<file path="src/rtl/dec2to4_seq.sv">
// Sequenced 2-to-4 decoder: each accepted code drives a one-hot y for HOLD_CYC
// cycles, separated by GAP_CYC zero cycles, with a one-entry pending slot.
module dec2to4_seq #(
  parameter int HOLD_CYC = 4,
  parameter int GAP_CYC  = 1
) (
  input  logic       clk,
  input  logic       rst_n,
  input  logic       e_valid,
  input  logic [1:0] e_in,
  output logic       e_ready,
  output logic [3:0] y,
  output logic       y_valid,
  output logic       busy,
  output logic       drop,
  output logic [1:0] dbg_state_o
);

  typedef enum logic [1:0] {
    ST_IDLE = 2'd0,
    ST_HOLD = 2'd1,
    ST_GAP  = 2'd2
  } state_t;

  localparam logic [7:0] HOLD_RLD = 8'(HOLD_CYC - 1);
  localparam logic [7:0] GAP_RLD  = 8'(GAP_CYC - 1);

  state_t     state_q, state_d;
  logic [3:0] y_q, y_d;
  logic [7:0] hold_cnt_q, hold_cnt_d;
  logic [7:0] gap_cnt_q, gap_cnt_d;
  logic       pend_full_q, pend_full_d;
  logic [1:0] pend_code_q, pend_code_d;
  logic       drop_q, drop_d;
  logic       accept;

  function automatic logic [3:0] onehot(input logic [1:0] code);
    logic [3:0] r;
    r = 4'b0001 << code;
    return r;
  endfunction

  // Handshake: a code is taken on a rising edge where e_valid && e_ready;
  // e_ready depends only on the pending slot, never on e_valid.
  assign e_ready     = ~pend_full_q;
  assign accept      = e_valid & e_ready;
  assign y           = y_q;
  assign y_valid     = |y_q;
  assign busy        = (state_q != ST_IDLE) | pend_full_q;
  assign drop        = drop_q;
  assign dbg_state_o = state_q;

  always_comb begin
    state_d     = state_q;
    y_d         = y_q;
    hold_cnt_d  = hold_cnt_q;
    gap_cnt_d   = gap_cnt_q;
    pend_full_d = pend_full_q;
    pend_code_d = pend_code_q;
    drop_d      = e_valid & ~e_ready;

    case (state_q)
      ST_IDLE: begin
        if (accept) begin
          state_d    = ST_HOLD;
          y_d        = onehot(e_in);
          hold_cnt_d = HOLD_RLD;
        end
      end

      ST_HOLD: begin
        if (accept) begin
          pend_full_d = 1'b1;
          pend_code_d = e_in;
        end
        if (hold_cnt_q == 8'd0) begin
          state_d   = ST_GAP;
          y_d       = 4'b0000;
          gap_cnt_d = GAP_RLD;
        end else begin
          hold_cnt_d = hold_cnt_q - 8'd1;
        end
      end

      ST_GAP: begin
        if (gap_cnt_q == 8'd0) begin
          // The pending slot is older than anything arriving now, so it wins;
          // an accept here is only possible when the slot is empty.
          if (pend_full_q) begin
            state_d     = ST_HOLD;
            y_d         = onehot(pend_code_q);
            hold_cnt_d  = HOLD_RLD;
            pend_full_d = 1'b0;
          end else if (accept) begin
            state_d    = ST_HOLD;
            y_d        = onehot(e_in);
            hold_cnt_d = HOLD_RLD;
          end else begin
            state_d = ST_IDLE;
          end
        end else begin
          gap_cnt_d = gap_cnt_q - 8'd1;
          if (accept) begin
            pend_full_d = 1'b1;
            pend_code_d = e_in;
          end
        end
      end

      default: begin
        state_d = ST_IDLE;
        y_d     = 4'b0000;
      end
    endcase
  end

  always_ff @(posedge clk or negedge rst_n) begin
    if (!rst_n) begin
      state_q     <= ST_IDLE;
      y_q         <= 4'b0000;
      hold_cnt_q  <= 8'd0;
      gap_cnt_q   <= 8'd0;
      pend_full_q <= 1'b0;
      pend_code_q <= 2'd0;
      drop_q      <= 1'b0;
    end else begin
      state_q     <= state_d;
      y_q         <= y_d;
      hold_cnt_q  <= hold_cnt_d;
      gap_cnt_q   <= gap_cnt_d;
      pend_full_q <= pend_full_d;
      pend_code_q <= pend_code_d;
      drop_q      <= drop_d;
    end
  end

endmodule

</file>
<file path="config.mk">
export PLATFORM = sky130hd
export DESIGN_NAME = dec2to4_seq
export DESIGN_NICKNAME = d
export VERILOG_FILES = /design/src/rtl/dec2to4_seq.sv
export SDC_FILE = /design/constraint.sdc
export NUM_CORES = 1
export LEC_CHECK = 0
export CAP_MARGIN = 0
export CORE_ASPECT_RATIO = 0.5
export CORE_MARGIN = 10
export CORE_UTILIZATION = 30
export DETAILED_ROUTE_END_ITERATION = 10
export HOLD_SLACK_MARGIN = 0.1
export MAX_ROUTING_LAYER = met4
export PLACE_DENSITY = 0.45
export SLEW_MARGIN = 40
export SYNTH_ARGS = -nofsm -noshare
export SYNTH_HDL_FRONTEND = slang
export SYNTH_SLANG_ARGS = --single-unit
</file>
<file path="constraint.sdc">
create_clock -name clk -period 4.3 [get_ports clk]
set_clock_uncertainty 0.2 [all_clocks]
set_input_delay 0.86 -clock clk [delete_from_list [all_inputs] [get_ports clk]]
set_output_delay 0.86 -clock clk [all_outputs]
set_load 0.03 [all_outputs]
</file>
==> impl_metrics.yaml, run 1 <==
status:
  status: "finished clean"
logic_synthesis:
  yosys_warnings: 0
  yosysMostFrequentCell: "dfrtp_1"
  ys_seq_area_frac: 0.381
  synth-edff-count: 0
  synth_common_cells: "dfrtp_1, a21oi_1, inv_1"
  syn_area_mm2: 0.00171
  ys_types: 52
  synth_nets: 191
  synth_top_area_share: 0.381
  synth_area_leader_cell: "dfrtp_1"
  netlist_instances: 179
  synth.area.top_cells: "dfrtp_1, ha_1, a21oi_1"
  synth_area_per_cell_um2: 9.54
  ys_async_sr_fraction: 1.00
  ys.flop_type: "dfrtp_1"
  ys_ff_latch: 26
final_layout:
  diodes: 0
  area_growth_pct: 17.5
  drive_gt1_frac: 0.130
  nets: 205
  fillers: 558
  stdcell_area_mm2: 0.00201
global_route:
  grt_first_pass_wirelength_mm: 7.18
  grt_max_degree: 21
  antenna_found_initial: 0
  grt_overflow: 0
  grt_usage: 0.0976
  first_global_vias: 1347
detailed_routing:
  wirelength_mm: 4.31
  dr_total_vias: 1428
  drc: 0
  vias_per_cell: 5.39
  first_iter_violations: 115
  antenna_left: 0
  firstDrtPassIters: 4
  wire_per_inst_um: 16.3
run:
  max-cap-violations: 0
timing:
  setup_ws_ns: 1.39
  holdWs_ns: 0.310
  rsz0062_at_grt: "no"
  tightestPinTransition_ns: 0.637
  period_share: 0.677
  setup_viol: 0
  drv_slew: 0
  fin_crit_ns: 2.91
  setup_tns_ns: 0
  slew-limit-headroom: 0.573
  fmax_ghz: 0.343
  final_hold_viol_count: 0
power:
  clockPowerShare: 0.148
  p_seq_frac: 0.301
  comb_power_share: 0.551
  p_leak_uw: 0.000796
  p_total_uw: 1560
  p_sw_uw: 710
  p_int_uw: 845
  sw_frac_of_total: 0.457
  ir_worst_vdd_mv: 0.296
  p_per_area_mw_per_mm2: 775
floorplanning:
  die_area_mm2: 0.00929
  io-pin-count: 15
  start_util: 0.311
  core-area_mm2: 0.00549
  std_cell_rows: 19
  dieWidth_um: 127
  die_y_um: 73.4
critical_path:
  cp_max_fo: 6
  required_ns: 3.24
  worstSetupPathType: "reg2out"
  start_kind: "flip-flop"
  end_kind: "output port"
  r2r_setup_slack_ns: 1.78
  critPathArrivalTime_ns: 1.85
place:
  hpwl_mm: 3.20
  io_buffer_count: 14
  gp_congestion: 0.726
  pre_cts_ws_ns: 1.36
  placement.cell_area_mm2: 0.00192
clocking:
  ctsHtreeMaxLevel: 1
  cts_tree: "done"
  cts_made_buffers: 3
  clock_path_buffers: 2
  clockRootBuffer: "clkbuf_16"
  post_cts_resized: 0
  numClockSinks: 26
  hold_buffers: 0
  path_clk_slew_ns: 0.07
  post_cts_buffers: 0
  clk_latency_ns: 0.26
min_path:
  min_path_type: "reg2reg"
[per-layer routing]
layer	global-route usage	vias up	share of wire
met5	-	-	0
met4	0.0263	0	0.010
li1	-	715	-
met2	0.139	16	0.42
met1	0.134	695	0.54
met3	0.0223	2	0.027
[power by group through the flow]
stage | logic [uW] | clock network [uW] | registers, uW
6_report | 857 | 230 | 468
5_1_grt | 956 | 248 | 489
4_1_cts | 863 | 241 | 468
3_5_place_dp | 859 | 0 | 472
3_3_place_gp | 852 | 0 | 471
2_1_floorplan | 591 | 0 | 490
[registers in the layout (all words and copies together), names as in the netlist]
signal	count
gap_cnt_q	8
pend_full_q	1
drop	1
y	4
dbg_state_o	2
pend_code_q	2
hold_cnt_q	8
[worst max-delay path: stages (launching register included)]
cell and delay (ns):
dfrtp_1 0.46, inv_1 0.09, ha_1 0.28, nand2_1 0.10
clkdlybuf4s50_1 0.66
[per-stage QoR]
| step | cells | util |
|---|---|---|
| after floorplan | 179 | - |
| after global placement | 261 | 0.349 |
| after detailed placement | 261 | 0.349 |
| after CTS | 265 | 0.365 |
| after global routing | 265 | 0.365 |
| final | 265 | 0.365 |
[cell type report]
type	instances	area, um2	share of cell area
Clock buffer	4	88.8	0.0443
Inverter	12	45.0	0.0224
Multi-Input combinational cell	134	981	0.489
Sequential cell	26	651	0.324
Tap cell	73	91.3	0.0455
Timing Repair Buffer	16	150	0.0748
[layout by cell type (no fill, tap or decap), types with 3 or more instances in the layout]
cell,n
o2bb2ai_1,3
o221ai_1,3
dfrtp_1,26
a21oi_1,12
nand4_1,3
nand3_1,4
o21a_1,3
nand2_1,8
clkbuf_16,3
o21ai_0,11
clkdlybuf4s50_1,13
a31oi_1,6
and3_1,3
ha_1,7
o31ai_1,3
nand2b_1,3
or4_1,4
nor2_1,11
nor3_1,7
mux2_2,3
inv_1,12
nor4_1,3
[worst paths after layout]
kind                       cells past startpoint       endpoint      startpoint
min in group asynchronous                      1  hold_cnt_q[4]           rst_n
setup reg to reg                               6  hold_cnt_q[3]    gap_cnt_q[1]
max in group asynchronous                      2   gap_cnt_q[3]           rst_n
setup / recovery                               4           busy  dbg_state_o[0]
hold / removal                                 1           y[1]            y[1]
hold reg to reg                                1           y[1]            y[1]
[cells by family after synthesis]
logic type | count (synthesis) | synth area share
AO/OA/AOI/OAI | 60 | 0.249
adder cells (fa/ha/maj) | 7 | 0.0513
buffers and inverters | 19 | 0.0476
flip-flops | 26 | 0.381
multiplexers | 5 | 0.0315
AND/OR/NAND/NOR | 62 | 0.240
Power figures use the tool's default switching activity.
==> run 2: changes to the inputs <==
--- a/config.mk
+++ b/config.mk
@@ -12,7 +12,7 @@
 export DETAILED_ROUTE_END_ITERATION = 10
 export HOLD_SLACK_MARGIN = 0.1
 export MAX_ROUTING_LAYER = met4
-export PLACE_DENSITY = 0.45
+export PLACE_DENSITY = 0.47
 export SLEW_MARGIN = 40
 export SYNTH_ARGS = -nofsm -noshare
 export SYNTH_HDL_FRONTEND = slang
==> constraint.sdc (replaced) <==
create_clock -name clk -period 2.5 [get_ports clk]
set_clock_uncertainty 0.2 [all_clocks]
set_input_delay 0.5 -clock clk [delete_from_list [all_inputs] [get_ports clk]]
set_output_delay 0.5 -clock clk [all_outputs]
set_load 0.03 [all_outputs]
==> impl_metrics.yaml, run 2 (same netlist as run 1, synthesis figures left out) <==
status:
  status: "finished clean"
floorplanning:
  core-area_mm2: 0.00549
  die_area_mm2: 0.00929
  dieWidth_um: 127
  start_util: 0.311
  io-pin-count: 15
  die_y_um: 73.4
  std_cell_rows: 19
detailed_routing:
  wire_per_inst_um: 16.0
  dr_total_vias: 1493
  drc: 0
  wirelength_mm: 4.47
  first_iter_violations: 117
  vias_per_cell: 5.35
  antenna_left: 0
  firstDrtPassIters: 4
place:
  pre_cts_ws_ns: 0.140
  gp_congestion: 0.760
  hpwl_mm: 3.35
  io_buffer_count: 14
timing:
  fin_crit_ns: 2.38
  setup_tns_ns: 0
  slew-limit-headroom: 0.570
  setup_viol: 0
  final_hold_viol_count: 0
  holdWs_ns: 0.318
  fmax_ghz: 0.421
  rsz0062_at_grt: "no"
  tightestPinTransition_ns: 0.641
  period_share: 0.950
  drv_slew: 0
  setup_ws_ns: 0.124
min_path:
  whs_path_depth: 1
  min_path_type: "reg2reg"
clocking:
  numClockSinks: 26
  clock_path_buffers: 2
  clockRootBuffer: "clkbuf_16"
  post_cts_buffers: 0
  hold_buffers: 0
  clk_latency_ns: 0.26
  ctsHtreeMaxLevel: 1
  cts_tree: "done"
  post_cts_resized: 0
  path_clk_slew_ns: 0.07
  cts_made_buffers: 3
global_route:
  grt_max_degree: 27
  met2_usage: 0.146
  top_usage_layer: "met2"
  first_global_vias: 1464
  grt_first_pass_wirelength_mm: 7.53
  grt_use_met1: 0.137
  grt_overflow: 0
  use_met3: 0.0244
  grt_usage: 0.101
  antenna_found_initial: 0
final_layout:
  nets: 219
  drive_gt1_frac: 0.189
  area_growth_pct: 24.5
  diodes: 0
  final_common_cell: "dfrtp_1"
  most-common-layout-cells: "dfrtp_1, buf_4, inv_1, a21oi_1, clkdlybuf4s50_1"
power:
  ir_worst_vdd_mv: 0.448
  p_per_area_mw_per_mm2: 1330
  p_leak_uw: 0.000877
critical_path:
  start_kind: "flip-flop"
  required_ns: 2.44
  r2r_cells: 6
  critPathArrivalTime_ns: 2.32
  end_kind: "flip-flop"
  worstSetupPathType: "reg2reg"
  cp_max_fo: 9
run:
  max-cap-violations: 0
## run 2: cell count changes in the layout (fill, tap and decap cells not counted)
cell,previous run,this run
nor3_2,1,2
clkdlybuf4s50_1,13,12
dlymetal6s2s_1,0,2
nor3_1,7,6
buf_4,2,16
buf_2,1,0
## run 2: power breakdown
| part | leakage, uW | switching [uW] | internal [uW] |
|---|---|---|---|
| Clock | 0.0000442 | 151 | 245 |
| Combinational | 0.000503 | 909 | 716 |
| Sequential | 0.000330 | 207 | 599 |
## run 2: per-layer routing
metal / vias to the layer above / part of all wire
met4: 0 / 0.0092
met1: 725 / 0.53
met2: 17 / 0.43
met5: - / 0
li1: 747 / -
met3: 4 / 0.032
## run 2: final cells by class
class / count / area (um2)
Clock buffer: 4 / 88.8
Sequential cell: 26 / 651
Timing Repair Buffer: 30 / 265
Inverter: 12 / 45.0
Tap cell: 73 / 91.3
Fill cell: 556 / 3360
Multi-Input combinational cell: 134 / 986
## run 2: critical path, cell delays in order (launching register included)
cell and delay [ns]:
dfrtp_1 0.41, inv_1 0.13, ha_1 0.18, nor4b_4 0.44
a21o_1 0.37, nand2_1 0.17, a221o_1 0.37
## run 2: worst paths after layout
path / start / to / slack, ns
max: gap_cnt_q[1] / dbg_state_o[0] / 0.12
min reg2reg: y[1] / y[1] / 0.32
min in group asynchronous: rst_n / hold_cnt_q[3] / 0.41
max reg2reg: gap_cnt_q[1] / dbg_state_o[0] / 0.12
max in group asynchronous: rst_n / gap_cnt_q[5] / 1.43
min: y[1] / y[1] / 0.32
## run 2: per-stage QoR
| step | cells | util | total power (uW) | cell area (um2) |
|---|---|---|---|---|
| floorplan | 179 | - | 1860 | 1710 |
| global placement | 275 | 0.368 | 2410 | 2020 |
| detailed placement | 275 | 0.368 | 2420 | 2020 |
| CTS | 279 | 0.385 | 2840 | 2110 |
| global route | 279 | 0.387 | 3060 | 2130 |
| finish | 279 | 0.387 | 2830 | 2130 |
==> run 3: changes to the inputs <==
--- a/config.mk
+++ b/config.mk
@@ -8,11 +8,11 @@
 export CAP_MARGIN = 0
 export CORE_ASPECT_RATIO = 0.5
 export CORE_MARGIN = 10
-export CORE_UTILIZATION = 30
+export CORE_UTILIZATION = 35
 export DETAILED_ROUTE_END_ITERATION = 10
 export HOLD_SLACK_MARGIN = 0.1
 export MAX_ROUTING_LAYER = met4
-export PLACE_DENSITY = 0.47
+export PLACE_DENSITY = 0.51
 export SLEW_MARGIN = 40
 export SYNTH_ARGS = -nofsm -noshare
 export SYNTH_HDL_FRONTEND = slang
==> constraint.sdc (replaced) <==
create_clock -name clk -period 2.3 [get_ports clk]
set_clock_uncertainty 0.2 [all_clocks]
set_input_delay 0.46 -clock clk [delete_from_list [all_inputs] [get_ports clk]]
set_output_delay 0.46 -clock clk [all_outputs]
set_load 0.03 [all_outputs]
==> impl_metrics.yaml, run 3 (same netlist as run 1, synthesis figures left out) <==
power:
  ir_worst_vdd_mv: 0.702
  p_per_area_mw_per_mm2: 1440
  p_total_uw: 3170
  p_leak_uw: 0.000918
timing:
  final_hold_viol_count: 0
  setup_tns_ns: 0
  fmax_ghz: 0.453
  drv_slew: 0
  rsz0062_at_grt: "no"
  tightestPinTransition_ns: 0.364
  fin_crit_ns: 2.21
  slew-limit-headroom: 0.755
  setup_viol: 0
  period_share: 0.959
  holdWs_ns: 0.338
global_route:
  grt_overflow: 0
  grt_usage: 0.113
  top_usage_layer: "met1"
  grt_max_degree: 27
  met2_usage: 0.159
  grt_use_met1: 0.160
  antenna_found_initial: 0
  first_global_vias: 1429
  grt_first_pass_wirelength_mm: 7.63
  use_met3: 0.0275
final_layout:
  diodes: 0
  stdcell_area_mm2: 0.00220
  drive_gt1_frac: 0.242
  area_growth_pct: 28.7
  final_common_cell: "buf_4"
  nets: 232
  fillers: 460
  multiInputGateArea_um2: 993
  regArea_um2: 651
  most-common-layout-cells: "buf_4, dfrtp_1, inv_1, a21oi_1, clkdlybuf4s50_1"
critical_path:
  cp_max_fo: 3
  crit_chain: "or4_1 > dlygate4sd2_1"
  r2r_setup_slack_ns: 0.11
  slowest_stage: "or4_1"
  reg2reg_to: "dbg_state_o[0]"
  slowest_delay_ns: 0.51
  r2r-start: "hold_cnt_q[0]"
  end_kind: "output port"
  start_kind: "flip-flop"
  required_ns: 1.64
  critPathArrivalTime_ns: 1.55
  r2r_cells: 6
  worstSetupPathType: "reg2out"
place:
  io_buffer_count: 14
  hpwl_mm: 3.44
  placement.cell_area_mm2: 0.00211
  gp_congestion: 0.819
clocking:
  cts_tree: "done"
  clockRootBuffer: "clkbuf_8"
  hold_buffers: 0
  clk_latency_ns: 0.28
  clock_path_buffers: 2
  ctsHtreeMaxLevel: 1
  path_clk_slew_ns: 0.10
  numClockSinks: 26
  cts_made_buffers: 3
detailed_routing:
  firstDrtPassIters: 4
  first_iter_violations: 112
  antenna_left: 0
  wire_per_inst_um: 15.8
  vias_per_cell: 5.31
  drc: 0
  wirelength_mm: 4.50
  dr_total_vias: 1513
floorplanning:
  dieWidth_um: 119
  std_cell_rows: 17
  die_y_um: 69.4
  core-area_mm2: 0.00455
  start_util: 0.375
  io-pin-count: 15
  die_area_mm2: 0.00824
run:
  max-cap-violations: 0
status:
  status: "finished clean"
min_path:
  min_path_type: "in2async"
[run 3: timing repair]
| item | CTS | global route |
|---|---|---|
| gates resized for setup | 2 | 3 |
| buffers inserted | 0 | 1 |
| endpoints found under the setup margin | 2 | 14 |
[run 3: layout make-up]
| class | instances | area share |
|---|---|---|
| sequential | 26 | 0.296 |
| inverter | 12 | 0.0205 |
| multi-input combinational | 134 | 0.452 |
| clock inverter | 1 | 0.0137 |
| clock buffer | 3 | 0.0188 |
| timing repair buffer | 43 | 0.162 |
| tap | 66 | 0.0376 |
[run 3: how the worst max path moves through the flow]
| stage | end | slack, ns | from | depth (start not counted) |
|---|---|---|---|---|
| final | y_valid | 0.09 | y[1] | 2 |
| after global routing | gap_cnt_q[5] | 0.0006 | gap_cnt_q[0] | 8 |
| after CTS | gap_cnt_q[2] | 0.06 | hold_cnt_q[0] | 7 |
| after detailed placement | dbg_state_o[0] | 0.06 | hold_cnt_q[0] | 6 |
| after global placement | y[2] | 0.11 | e_valid | 5 |
| after floorplan | hold_cnt_q[3] | 0.1 | dbg_state_o[0] | 7 |
[run 3: metrics by stage]
step                       util  std cells  setup WS, ns
final                     0.483        285        0.0939
after global routing      0.483        285      0.000579
after CTS                 0.479        284        0.0641
after detailed placement  0.463        280        0.0637
after global placement    0.463        280         0.108
after floorplan               -        179        0.0976
[run 3: where the power goes]
| part | switching [uW] | internal (uW) | total, uW | leakage (uW) |
|---|---|---|---|---|
| sequential | 221 | 649 | 870 | 0.000330 |
| combinational | 1030 | 887 | 1910 | 0.000553 |
| clock | 153 | 233 | 387 | 0.0000357 |
| total | 1400 | 1770 | 3170 | 0.000918 |
[run 3: worst max-delay path, delay by kind of cell, from the launching register on]
family	cells	cell delay, ns
flip-flops	1	0.41
AND/OR/NAND/NOR	1	0.51
buffers and inverters	1	0.37
[run 3: metal layers]
| metal | vias to the layer above | part of all wire |
|---|---|---|
| met3 | 2 | 0.038 |
| met1 | 720 | 0.54 |
| li1 | 766 | - |
| met4 | 0 | 0.0033 |
| met5 | - | 0 |
| met2 | 25 | 0.42 |
